[src/rtl/tile_result_writer.sv]
// Packs 16-bit per-pixel iteration counts into 32-bit word writes through a show-ahead command FIFO.
// Optional macro TILE_WRITER_TIMEOUT_EN: evicts a lone held halfword after 15 idle HOLD cycles.
module tile_result_writer #(
   parameter logic [31:0] BASE_ADDR       = 32'h0000_0000,
   parameter int unsigned FIFO_DEPTH_BITS = 3
) (
   input  logic        clock,
   input  logic        reset,
   input  logic [31:0] in_addr,
   input  logic [15:0] in_data,
   input  logic        in_valid,
   output logic        in_ready,
   input  logic        flush,
   output logic [31:0] mem_address,
   output logic [31:0] mem_writedata,
   output logic [3:0]  mem_byteenable,
   output logic        mem_write,
   input  logic        mem_waitrequest,
   output logic        busy,
   output logic [15:0] writes_done
);

   localparam int unsigned PW    = FIFO_DEPTH_BITS;
   localparam int unsigned CW    = FIFO_DEPTH_BITS + 1;
   localparam int unsigned DEPTH = 2 ** FIFO_DEPTH_BITS;

   typedef struct packed {
      logic [31:0] address;
      logic [31:0] data;
      logic [3:0]  be;
   } wr_cmd_t;

   typedef enum logic {
      EMPTY = 1'b0,
      HOLD  = 1'b1
   } state_t;

   state_t      state, state_next;
   logic [31:0] held_addr;
   logic [15:0] held_data;
   logic        flush_pend;
   logic        timeout_hit;

   wr_cmd_t     fifo_mem [DEPTH];
   logic [PW-1:0] wr_ptr, rd_ptr;
   logic [CW-1:0] count;

   logic        fifo_full, fifo_empty, deq, can_enq;
   logic        match, mismatch, accept, evict_req, hold_load, enq;
   wr_cmd_t     enq_cmd, head;

   function automatic logic [31:0] word_addr(input logic [31:0] p);
      return BASE_ADDR + {p[31:1], 2'b00};
   endfunction

   // FIFO status and handshake terms
   always_comb begin
      fifo_full  = (count == CW'(DEPTH));
      fifo_empty = (count == '0);
      deq        = !fifo_empty && !mem_waitrequest;
      can_enq    = !fifo_full || deq;
      match      = in_valid && (in_addr == held_addr + 32'd1);
      mismatch   = (state == HOLD) && in_valid && !match;
      in_ready   = !fifo_full && !mismatch;
      accept     = in_valid && in_ready;
      evict_req  = (state == HOLD) && !accept &&
                   (mismatch || flush || flush_pend || timeout_hit);
   end

   // Pack FSM next-state and enqueue decision
   always_comb begin
      state_next = state;
      enq        = 1'b0;
      enq_cmd    = '0;
      hold_load  = 1'b0;
      case (state)
         EMPTY: begin
            if (accept) begin
               if (in_addr[0]) begin
                  enq     = 1'b1;
                  enq_cmd = '{address: word_addr(in_addr),
                              data:    {in_data, 16'h0000},
                              be:      4'b1100};
               end else begin
                  hold_load  = 1'b1;
                  state_next = HOLD;
               end
            end
         end
         HOLD: begin
            if (accept) begin
               enq        = 1'b1;
               enq_cmd    = '{address: word_addr(held_addr),
                              data:    {in_data, held_data},
                              be:      4'b1111};
               state_next = EMPTY;
            end else if (evict_req && can_enq) begin
               enq        = 1'b1;
               enq_cmd    = '{address: word_addr(held_addr),
                              data:    {16'h0000, held_data},
                              be:      4'b0011};
               state_next = EMPTY;
            end
         end
         default: state_next = EMPTY;
      endcase
   end

   always_ff @(posedge clock) begin
      if (reset) begin
         state      <= EMPTY;
         held_addr  <= '0;
         held_data  <= '0;
         flush_pend <= 1'b0;
      end else begin
         state      <= state_next;
         // A flush that cannot be serviced for lack of FIFO space is remembered
         flush_pend <= (state == HOLD) && (state_next == HOLD) && (flush || flush_pend);
         if (hold_load) begin
            held_addr <= in_addr;
            held_data <= in_data;
         end
      end
   end

`ifdef TILE_WRITER_TIMEOUT_EN
   logic [3:0] timeout_cnt;

   always_ff @(posedge clock) begin
      if (reset || hold_load) begin
         timeout_cnt <= '0;
      end else if ((state == HOLD) && !accept && (timeout_cnt != 4'd15)) begin
         timeout_cnt <= timeout_cnt + 4'd1;
      end
   end

   assign timeout_hit = (state == HOLD) && (timeout_cnt == 4'd15);
`else
   assign timeout_hit = 1'b0;
`endif

   // Command storage; a push into a full FIFO reuses the slot being popped
   always_ff @(posedge clock) begin
      if (enq) begin
         fifo_mem[wr_ptr] <= enq_cmd;
      end
   end

   always_ff @(posedge clock) begin
      if (reset) begin
         wr_ptr <= '0;
         rd_ptr <= '0;
         count  <= '0;
      end else begin
         if (enq) begin
            wr_ptr <= PW'(wr_ptr + PW'(1));
         end
         if (deq) begin
            rd_ptr <= PW'(rd_ptr + PW'(1));
         end
         case ({enq, deq})
            2'b10:   count <= CW'(count + CW'(1));
            2'b01:   count <= CW'(count - CW'(1));
            default: count <= count;
         endcase
      end
   end

   always_ff @(posedge clock) begin
      if (reset) begin
         writes_done <= '0;
      end else if (deq) begin
         writes_done <= 16'(writes_done + 16'd1);
      end
   end

   assign head           = fifo_mem[rd_ptr];
   assign mem_write      = !fifo_empty;
   assign mem_address    = head.address;
   assign mem_writedata  = head.data;
   assign mem_byteenable = head.be;
   assign busy           = (state == HOLD) || !fifo_empty;

endmodule

[config.mk]
export PLATFORM = sky130hd
export DESIGN_NAME = tile_result_writer
export DESIGN_NICKNAME = d
export VERILOG_FILES = /design/src/rtl/tile_result_writer.sv
export SDC_FILE = /design/constraint.sdc
export NUM_CORES = 1
export LEC_CHECK = 0
export CAP_MARGIN = 20
export CORE_ASPECT_RATIO = 0.9
export CORE_MARGIN = 5
export CORE_UTILIZATION = 63
export CTS_CLUSTER_SIZE = 25
export DETAILED_ROUTE_END_ITERATION = 6
export PLACE_DENSITY = 0.84
export RECOVER_POWER = 50
export SYNTH_ARGS = -nofsm -noshare
export SYNTH_HDL_FRONTEND = slang
export SYNTH_SLANG_ARGS = --single-unit
[constraint.sdc]
create_clock -name clock -period 30.7 [get_ports clock]
set_input_delay 6.14 -clock clock [delete_from_list [all_inputs] [get_ports clock]]
set_output_delay 6.14 -clock clock [all_outputs]
set_load 0.03 [all_outputs]
==> results of run 1 <==
-- registers in the layout, indices dropped and copies added, names as in the netlist, named ones only --
register     count
fifo_mem       512
held_addr       32
held_data       16
writes_done     16
count            4
rd_ptr           3
wr_ptr           3
flush_pend       1
state            1
-- synthesized netlist by cell type (5+ instances only) --
master    number  share of area
a21oi_1       59          0.012
a22o_1        31          0.011
and2_1        20         0.0052
and3_1        21         0.0054
and4_1         8         0.0029
buf_1         15         0.0023
buf_2          8         0.0017
buf_4          6         0.0019
clkbuf_1      53         0.0082
dfxtp_1       79          0.066
edfxtp_1     512           0.64
ha_1           7         0.0036
inv_1          9         0.0014
mux2_2        66          0.031
mux2i_1        5         0.0021
mux4_2       128           0.12
nand2_1      124          0.019
nand2b_1       7         0.0018
nand3_1       19         0.0039
nand4_1       20         0.0052
nor2_1        46         0.0072
nor3_1        14         0.0029
o21ai_0        8         0.0017
xnor2_1       29          0.011
xor2_1        29          0.011
-- kinds of logic (layout without fill, tap and decap cells) --
logic type      count (synthesis)  after routing  synth area share
compound gates                126            126            0.0354
xor+xnor                       59             59            0.0220
fa+ha+maj                       7              7           0.00363
buf+inv                        96            278            0.0176
flops                         591            591             0.703
mux                           199            199             0.152
other cells                     1              2          0.000155
simple gates                  313            313            0.0659
-- worst max-delay path, cell delays in order --
cell             delay (ns)
dlygate4sd3_1          0.64
xor3_1                 0.27
o22ai_1                0.20
o2111ai_1              0.13
a222oi_1               0.66
o211a_1                0.31
nand3_1                0.12
nor2_1                 0.16
nor2_1                 0.06
nor2_1                 0.17
clkdlybuf4s50_1        0.71
-- power groups by stage --
| stage | registers [mW] | clock network [mW] | logic (mW) |
|---|---|---|---|
| floorplan | 0.949 | 0 | 0.285 |
| global placement | 0.964 | 0 | 0.401 |
| detailed placement | 0.968 | 0 | 0.406 |
| CTS | 0.952 | 0.713 | 0.412 |
| global route | 0.956 | 0.751 | 0.433 |
| finish | 0.952 | 0.705 | 0.409 |
-- layer usage --
| metal | global-route usage | vias up |
|---|---|---|
| met4 | 0.0674 | 2 |
| met5 | 0 | - |
| met2 | 0.439 | 862 |
| met1 | 0.365 | 6819 |
| li1 | - | 5751 |
| met3 | 0.0448 | 97 |
-- cell type report --
type                    instances  area share
inverters                       9     0.00121
repair buffers                162      0.0562
flip-flops and latches        591       0.608
multi-input cells             706       0.244
clock buffers                  72      0.0562
well taps                     490      0.0220
clock inverters                35      0.0122
-- worst max-delay path by stage --
stage,endpoint,cells after the start,slack (ns),startpoint
6_report,in_ready,11,14.97,in_addr[26]
5_1_grt,in_ready,11,14.82,in_addr[26]
4_1_cts,in_ready,11,15.07,in_addr[26]
3_5_place_dp,in_ready,11,15.17,in_addr[26]
3_3_place_gp,in_ready,11,15.24,in_addr[26]
2_1_floorplan,fifo_mem[4][10],9,15.57,in_addr[29]
==> results_dict.tcl, run 1 <==
set metrics [dict create \
    crit_arrival_ns 9.59 \
    wl_per_cell_um 26.7 \
    r2r_end "fifo_mem[7][14]" \
    place_inst 1957 \
    synthCells 1392 \
    grt_usage 0.262 \
    required_ns 24.56 \
    wl_um 55200 \
    p_leak_nw 9.03 \
    worstHoldStart "held_data[11]" \
    final_common_cell "edfxtp_1" \
    cts_setup_buffers 0 \
    ir_drop_uv 53.0 \
    critPathLaunchType "input port" \
    drt_iter0_drc 1506 \
    min_period_ns 15.73 \
    die_x_um 216 \
    core_sq_mm 0.0381 \
    antenna_found_initial 1 \
    finalWorstSetupSlack_ns 14.97 \
    insertion_delay_ns 0.60 \
    multi_input_area_sq_mm 0.00680 \
    rr_worst_depth 10 \
    die_height_um 196 \
    fillers 2157 \
    gr-total-overflow 0 \
    hold_buffers 0 \
    power_per_cell_area_mw_per_mm2 74.1 \
    regToRegStartpoint "held_addr[3]" \
    finalPower_mw 2.07 \
    nNetsFinal 1587 \
    start_util 0.633 \
    r2r_slack_ns 23.17 \
    path_clk_slew_ns 0.06 \
    drc 0 \
    clock-sinks 591 \
    post-place-ws_ns 15.17 \
    ys.flop_type "edfxtp_1" \
    p_int_mw 1.51 \
    vias_per_cell 6.55 \
    cts_tree "done" \
    swShare 0.267 \
    ys_warn_count 0 \
    dr.pass1.iters 5 \
    final_area_sq_mm 0.0279 \
    io_buffers 137 \
    syn_to_final_growth_pct 15.6 \
    hold_viol 0 \
    wl_met3_um 5370 \
    syn_area_sq_mm 0.0241 \
    wl_met2_um 27800 \
    ctsHtreeMaxLevel 2 \
    tns_ns 0 \
    clockBufferDepth 3 \
    wl_met1_um 20800 \
    slew_headroom -1.70 \
    p_comb_frac 0.198 \
    holdCritPathClass "flip-flop to flip-flop" \
    grt_max_degree 81 \
    synth-seq-area-share 0.703 \
    synth_edf_count 512 \
    synthArstFlopShare 0 \
    layoutNonFillerInstCount 2065 \
    final_util 0.732 \
    final_antenna_net_count 0 \
    worstPathMaxFanout 4 \
    num_vias 13500 \
    holdPathStages 2 \
    first_global_vias 14100 \
    rsz0062_at_grt "no" \
    seq_area_sq_mm 0.0170 \
    hpwlAfterDp_um 30400 \
    placed_area_sq_mm 0.0260 \
    cap_violations 5 \
    whs_ns 0.458 \
    critical_path_class "input port to output port" \
    p_switching_mw 0.551 \
    skew_ns 0.0250 \
    setup_viol 0 \
    min_period_over_period 0.512 \
    drive_gt1_frac 0.207 \
    topRoutingLayerUsed "met5" \
    power.share.sequential 0.461 \
    fmaxAchievable_mhz 63.6 \
    ctsResizeCount 0 \
    final_cell_mix "edfxtp_1 (512), mux4_2 (128), nand2_1 (124), clkdlybuf4s50_1 (108), dfxtp_1 (77)" \
    n_antenna_cell 0 \
    syn_area_per_cell_sq_um 17.3 \
    violations "max-capacitance violations, max-slew violations" \
    drv_slew 203 \
    worstMarginPinSlew_ns 4.05 \
    die_area_sq_mm 0.0423 \
    worstHoldEndpoint "held_data[11]" \
    routabilityCongestion 0.853 \
    crit_path_end_kind "output port" \
    root_buffer "clkbuf_16" \
    synth.distinct_cells 69 \
    ys_seq_elements 591 \
    grt_pass1_wl_um 84600 \
    rows 68 \
    pwr-share-clk 0.341 \
    ios 140 \
    cts_buffers 57 \
    outcome "finished with violations" \
]
No activity file was read; power rests on OpenSTA's default activity.
==> inputs of run 2 (changes only) <==
--- a/config.mk
+++ b/config.mk
@@ -8,10 +8,10 @@
 export CAP_MARGIN = 20
 export CORE_ASPECT_RATIO = 0.9
 export CORE_MARGIN = 5
-export CORE_UTILIZATION = 63
+export CORE_UTILIZATION = 59
 export CTS_CLUSTER_SIZE = 25
 export DETAILED_ROUTE_END_ITERATION = 6
-export PLACE_DENSITY = 0.84
+export PLACE_DENSITY = 0.79
 export RECOVER_POWER = 50
 export SYNTH_ARGS = -nofsm -noshare
 export SYNTH_HDL_FRONTEND = slang
==> constraint.sdc (replaced) <==
create_clock -name clock -period 16.3 [get_ports clock]
set_input_delay 3.26 -clock clock [delete_from_list [all_inputs] [get_ports clock]]
set_output_delay 3.26 -clock clock [all_outputs]
set_load 0.03 [all_outputs]
==> results_dict.tcl, run 2 (synthesis gave the netlist of run 1 again) <==
set metrics [dict create \
    outcome "finished with violations" \
    violations "max-capacitance violations, max-slew violations" \
    n_antenna_cell 0 \
    grt_pass1_wl_um 82000 \
    r2r_end "fifo_mem[7][65]" \
    core_sq_mm 0.0406 \
    worstPathMaxFanout 3 \
    holdPathStages 2 \
    ios 140 \
    critical_path_class "input port to output port" \
    root_buffer "clkbuf_16" \
    die_x_um 223 \
    worstMarginPinSlew_ns 4.14 \
    antenna_found_initial 0 \
    start_util 0.595 \
    cts_buffers 56 \
    required_ns 13.04 \
    largest_reg_flops 512 \
    nNetsFinal 1588 \
    clock-sinks 591 \
    skew_ns 0.0202 \
    clockBufferDepth 3 \
    rr_worst_depth 11 \
    largestRegisters "fifo_mem (512), held_addr (32)" \
    insertion_delay_ns 0.60 \
    post-place-ws_ns 6.57 \
    slew_headroom -1.76 \
    rows 70 \
    syn_to_final_growth_pct 15.5 \
    fmaxAchievable_mhz 102 \
    power_per_cell_area_mw_per_mm2 137 \
    rsz0062_at_grt "no" \
    r2r_slack_ns 8.62 \
    holdCritPathClass "flip-flop to flip-flop" \
    hold_viol 0 \
    critical_path.slowest_cell "clkdlybuf4s50_1" \
    worstHoldEndpoint "held_data[14]" \
    worst_path_largest_cell_delay_ns 0.72 \
    crit_top_cell "nor2_1" \
    dr.pass1.iters 7 \
    finalWorstSetupSlack_ns 6.49 \
    crit_chain "dlygate4sd3_1 -> xor2_1 -> and3_1 -> o2111ai_1 -> a222oi_1 -> o211a_1 -> nand3_1 -> nor2_1 -> nor2_1 -> nor2_1 -> clkdlybuf4s50_1" \
    grt_usage 0.237 \
    vias_per_cell 6.25 \
    ctsHtreeMaxLevel 2 \
    final_antenna_net_count 0 \
    final_cell_mix "edfxtp_1 (512), mux4_2 (128), nand2_1 (124), clkdlybuf4s50_1 (107), dfxtp_1 (77)" \
    die_height_um 202 \
    die_area_sq_mm 0.0450 \
    regMostFlops "fifo_mem" \
    setup_viol 0 \
    cts_setup_buffers 0 \
    tns_ns 0 \
    critPathLaunchType "input port" \
    final_util 0.687 \
    drt_iter0_drc 1321 \
    cap_violations 5 \
    path_clk_slew_ns 0.06 \
    routabilityCongestion 0.878 \
    crit_path_end_kind "output port" \
    crit_arrival_ns 6.55 \
    grt_max_degree 81 \
    min_period_over_period 0.602 \
    drc 0 \
    fillers 2546 \
    regToRegStartpoint "held_addr[1]" \
    ir_drop_uv 130 \
    ctsResizeCount 0 \
    drv_slew 228 \
    drive_gt1_frac 0.209 \
    cts_tree "done" \
    hold_buffers 0 \
    num_vias 13200 \
    first_global_vias 13700 \
    gr-total-overflow 0 \
    min_period_ns 9.81 \
    worstHoldStart "held_data[14]" \
    final_common_cell "edfxtp_1" \
    io_buffers 137 \
    hpwlAfterDp_um 30400 \
    wl_um 53300 \
    wl_per_cell_um 25.2 \
    p_leak_nw 8.99 \
]
[run 2: changes by cell type in the layout (fill, tap and decap cells not counted), sizes merged]
cell           before  now
buf                24   26
bufinv              6    4
clkbuf             74   78
clkdlybuf4s50     108  107
clkinv             25   21
clkinvlp            1    2
dlygate4sd3        28   29
[run 2: layout make-up]
type                       count  area, sq um  area share
clock buffer                  76         1520      0.0544
multi-input combinational    706         6800       0.244
clock inverter                30          290      0.0104
inverter                       9         33.8     0.00121
timing repair buffer         164         1580      0.0568
sequential                   591        17000       0.609
tap                          540          676      0.0242
[run 2: how the worst max path moves through the flow]
| stage | from | end | depth (start not counted) |
|---|---|---|---|
| global placement | in_addr[26] | in_ready | 11 |
| floorplan | in_addr[29] | fifo_mem[4][10] | 9 |
| detailed placement | in_addr[24] | in_ready | 11 |
| CTS | in_addr[3] | in_ready | 11 |
| global route | in_addr[30] | in_ready | 11 |
| finish | in_addr[30] | in_ready | 11 |
[run 2: stage by stage]
step	cells	total power, mW	hold slack, ns	cell area [sq um]
floorplan	1393	2.32	0.432	24100
global placement	2009	2.58	0.441	26100
detailed placement	2009	2.59	0.443	26100
CTS	2115	3.85	0.452	27900
global route	2116	3.98	0.487	27900
finish	2116	3.83	0.454	27900
[run 2: routing by layer]
layer | global-route usage | vias up | wire [um] | part of all wire
li1 | - | 5759 | - | -
met4 | 0.0623 | 0 | 1070 | 0.020
met3 | 0.0420 | 79 | 4260 | 0.080
met1 | 0.340 | 6771 | 21600 | 0.41
met2 | 0.384 | 621 | 26400 | 0.49
met5 | 0 | - | 0 | 0
[run 2: worst max-delay path, delay by kind of cell]
family	cells	cell delay [ns]
compound gates	3	1.00
xor+xnor	1	0.24
buf+inv	2	1.31
simple gates	5	0.74
[run 2: power breakdown]
group	internal [mW]	switching, mW
combinational	0.352	0.423
clock	0.720	0.545
sequential	1.73	0.0589
total	2.80	1.03
==> inputs of run 3 (changes only) <==
--- a/config.mk
+++ b/config.mk
@@ -8,10 +8,10 @@
 export CAP_MARGIN = 20
 export CORE_ASPECT_RATIO = 0.9
 export CORE_MARGIN = 5
-export CORE_UTILIZATION = 59
+export CORE_UTILIZATION = 54
 export CTS_CLUSTER_SIZE = 25
 export DETAILED_ROUTE_END_ITERATION = 6
-export PLACE_DENSITY = 0.79
+export PLACE_DENSITY = 0.76
 export RECOVER_POWER = 50
 export SYNTH_ARGS = -nofsm -noshare
 export SYNTH_HDL_FRONTEND = slang
==> constraint.sdc (replaced) <==
create_clock -name clock -period 8.9 [get_ports clock]
set_input_delay 1.78 -clock clock [delete_from_list [all_inputs] [get_ports clock]]
set_output_delay 1.78 -clock clock [all_outputs]
set_load 0.03 [all_outputs]
==> results_dict.tcl, run 3 (synthesis gave the netlist of run 1 again) <==
set metrics [dict create \
    outcome "finished with violations" \
    violations "max-capacitance violations, max-slew violations" \
    drt_iter0_drc 1346 \
    grt_usage 0.218 \
    first_global_vias 13500 \
    rsz0062_at_grt "no" \
    min_period_ns 7.46 \
    wl_met2_um 25400 \
    antenna_found_initial 2 \
    drv_slew 203 \
    clockBufferDepth 3 \
    ir_drop_uv 204 \
    final_cell_mix "edfxtp_1 (512), mux4_2 (128), nand2_1 (124), clkdlybuf4s50_1 (113), dfxtp_1 (77)" \
    path_clk_slew_ns 0.06 \
    critical_path_class "input port to flip-flop" \
    start_util 0.546 \
    p_comb_frac 0.198 \
    p_leak_nw 8.99 \
    regMostFlops "fifo_mem" \
    die_x_um 233 \
    clock-sinks 591 \
    ctsResizeCount 0 \
    hold_viol 0 \
    die_height_um 211 \
    nNetsFinal 1586 \
    tns_ns 0 \
    cts_buffers 56 \
    largestRegisters "fifo_mem (512), held_addr (32)" \
    wl_met3_um 4610 \
    required_ns 9.14 \
    hold_buffers 0 \
    p_switching_mw 1.89 \
    hpwlAfterDp_um 30400 \
    p_int_mw 5.21 \
    skew_ns 0.0322 \
    swShare 0.266 \
    cts_tree "done" \
    final_area_sq_mm 0.0280 \
    wl_um 53100 \
    die_area_sq_mm 0.0490 \
    holdCritPathClass "flip-flop to flip-flop" \
    crit_path_end_kind "flip-flop" \
    cts_setup_buffers 0 \
    worstMarginPinSlew_ns 4.03 \
    cap_violations 5 \
    drc 0 \
    final_common_cell "edfxtp_1" \
    fmaxAchievable_mhz 134 \
    pwr-share-clk 0.340 \
    rows 73 \
    min_period_over_period 0.839 \
    wl_met1_um 21600 \
    setup_viol 0 \
    critPathLaunchType "input port" \
    io_buffers 137 \
    num_vias 13300 \
    fillers 3054 \
    placed_area_sq_mm 0.0261 \
    vias_per_cell 6.10 \
    topRoutingLayerUsed "met5" \
    wl_per_cell_um 24.4 \
    worstPathMaxFanout 28 \
    slew_headroom -1.68 \
    drive_gt1_frac 0.203 \
    root_buffer "clkbuf_16" \
    ios 140 \
    grt_pass1_wl_um 81800 \
    insertion_delay_ns 0.62 \
    ctsHtreeMaxLevel 2 \
    core_sq_mm 0.0442 \
    finalPower_mw 7.10 \
    syn_to_final_growth_pct 16.1 \
    crit_arrival_ns 7.70 \
    power_per_cell_area_mw_per_mm2 253 \
    power.share.sequential 0.462 \
    largest_reg_flops 512 \
    grt_max_degree 85 \
    gr-total-overflow 0 \
    routabilityCongestion 0.849 \
    final_antenna_net_count 0 \
    dr.pass1.iters 5 \
]
-- run 3: path summary, 6_finish.rpt --
check               start         endpoint  slack (ns)  depth (start not counted)
max           in_addr[30]  fifo_mem[2][53]        1.44                         11
min          held_data[4]     held_data[4]        0.45                          2
max reg2reg  held_addr[3]  fifo_mem[4][67]        1.47                         10
min reg2reg  held_data[4]     held_data[4]        0.45                          2
-- run 3: final cells by class --
| class | count | area (sq um) | area share |
|---|---|---|---|
| Tap cell | 600 | 751 | 0.0268 |
| Inverter | 9 | 33.8 | 0.00121 |
| Clock buffer | 76 | 1530 | 0.0545 |
| Multi-Input combinational cell | 706 | 6790 | 0.243 |
| Clock inverter | 29 | 363 | 0.0130 |
| Antenna cell | 1 | 2.50 | 0.0000894 |
| Timing Repair Buffer | 162 | 1570 | 0.0561 |
| Sequential cell | 591 | 17000 | 0.606 |
-- run 3: through the flow --
| stage | util | worst slack, ns | std cells | hold WS, ns |
|---|---|---|---|---|
| 2_1_floorplan | - | -1.87 | 1393 | 0.432 |
| 3_3_place_gp | 0.591 | 2.03 | 2067 | 0.437 |
| 3_5_place_dp | 0.591 | 1.96 | 2067 | 0.443 |
| 4_1_cts | 0.634 | 2.13 | 2172 | 0.451 |
| 5_1_grt | 0.633 | 1.07 | 2174 | 0.472 |
| 6_report | 0.633 | 1.44 | 2174 | 0.455 |
-- run 3: power by group through the flow --
stage | Combinational (mW) | Clock [mW] | Sequential, mW
after floorplan | 0.983 | 0 | 3.27
after global placement | 1.40 | 0 | 3.33
after detailed placement | 1.41 | 0 | 3.34
after CTS | 1.43 | 2.45 | 3.28
after global routing | 1.50 | 2.58 | 3.30
final | 1.41 | 2.42 | 3.28
-- run 3: layer usage --
metal,track usage,vias to the layer above
li1,-,5754
met3,0.0446,107
met1,0.311,6786
met5,0,-
met2,0.349,611
met4,0.0568,2
-- run 3: worst max-delay path, cell delays in order --
cell and delay, ns:
clkdlybuf4s50_1 0.52, xor2_1 0.25, and3_1 0.20, o2111ai_1 0.11, a222oi_1 0.60, o211a_1 0.30
nand4_1 0.10, o22ai_1 1.33, a21oi_1 0.86, nor4b_4 1.05, buf_4 0.56
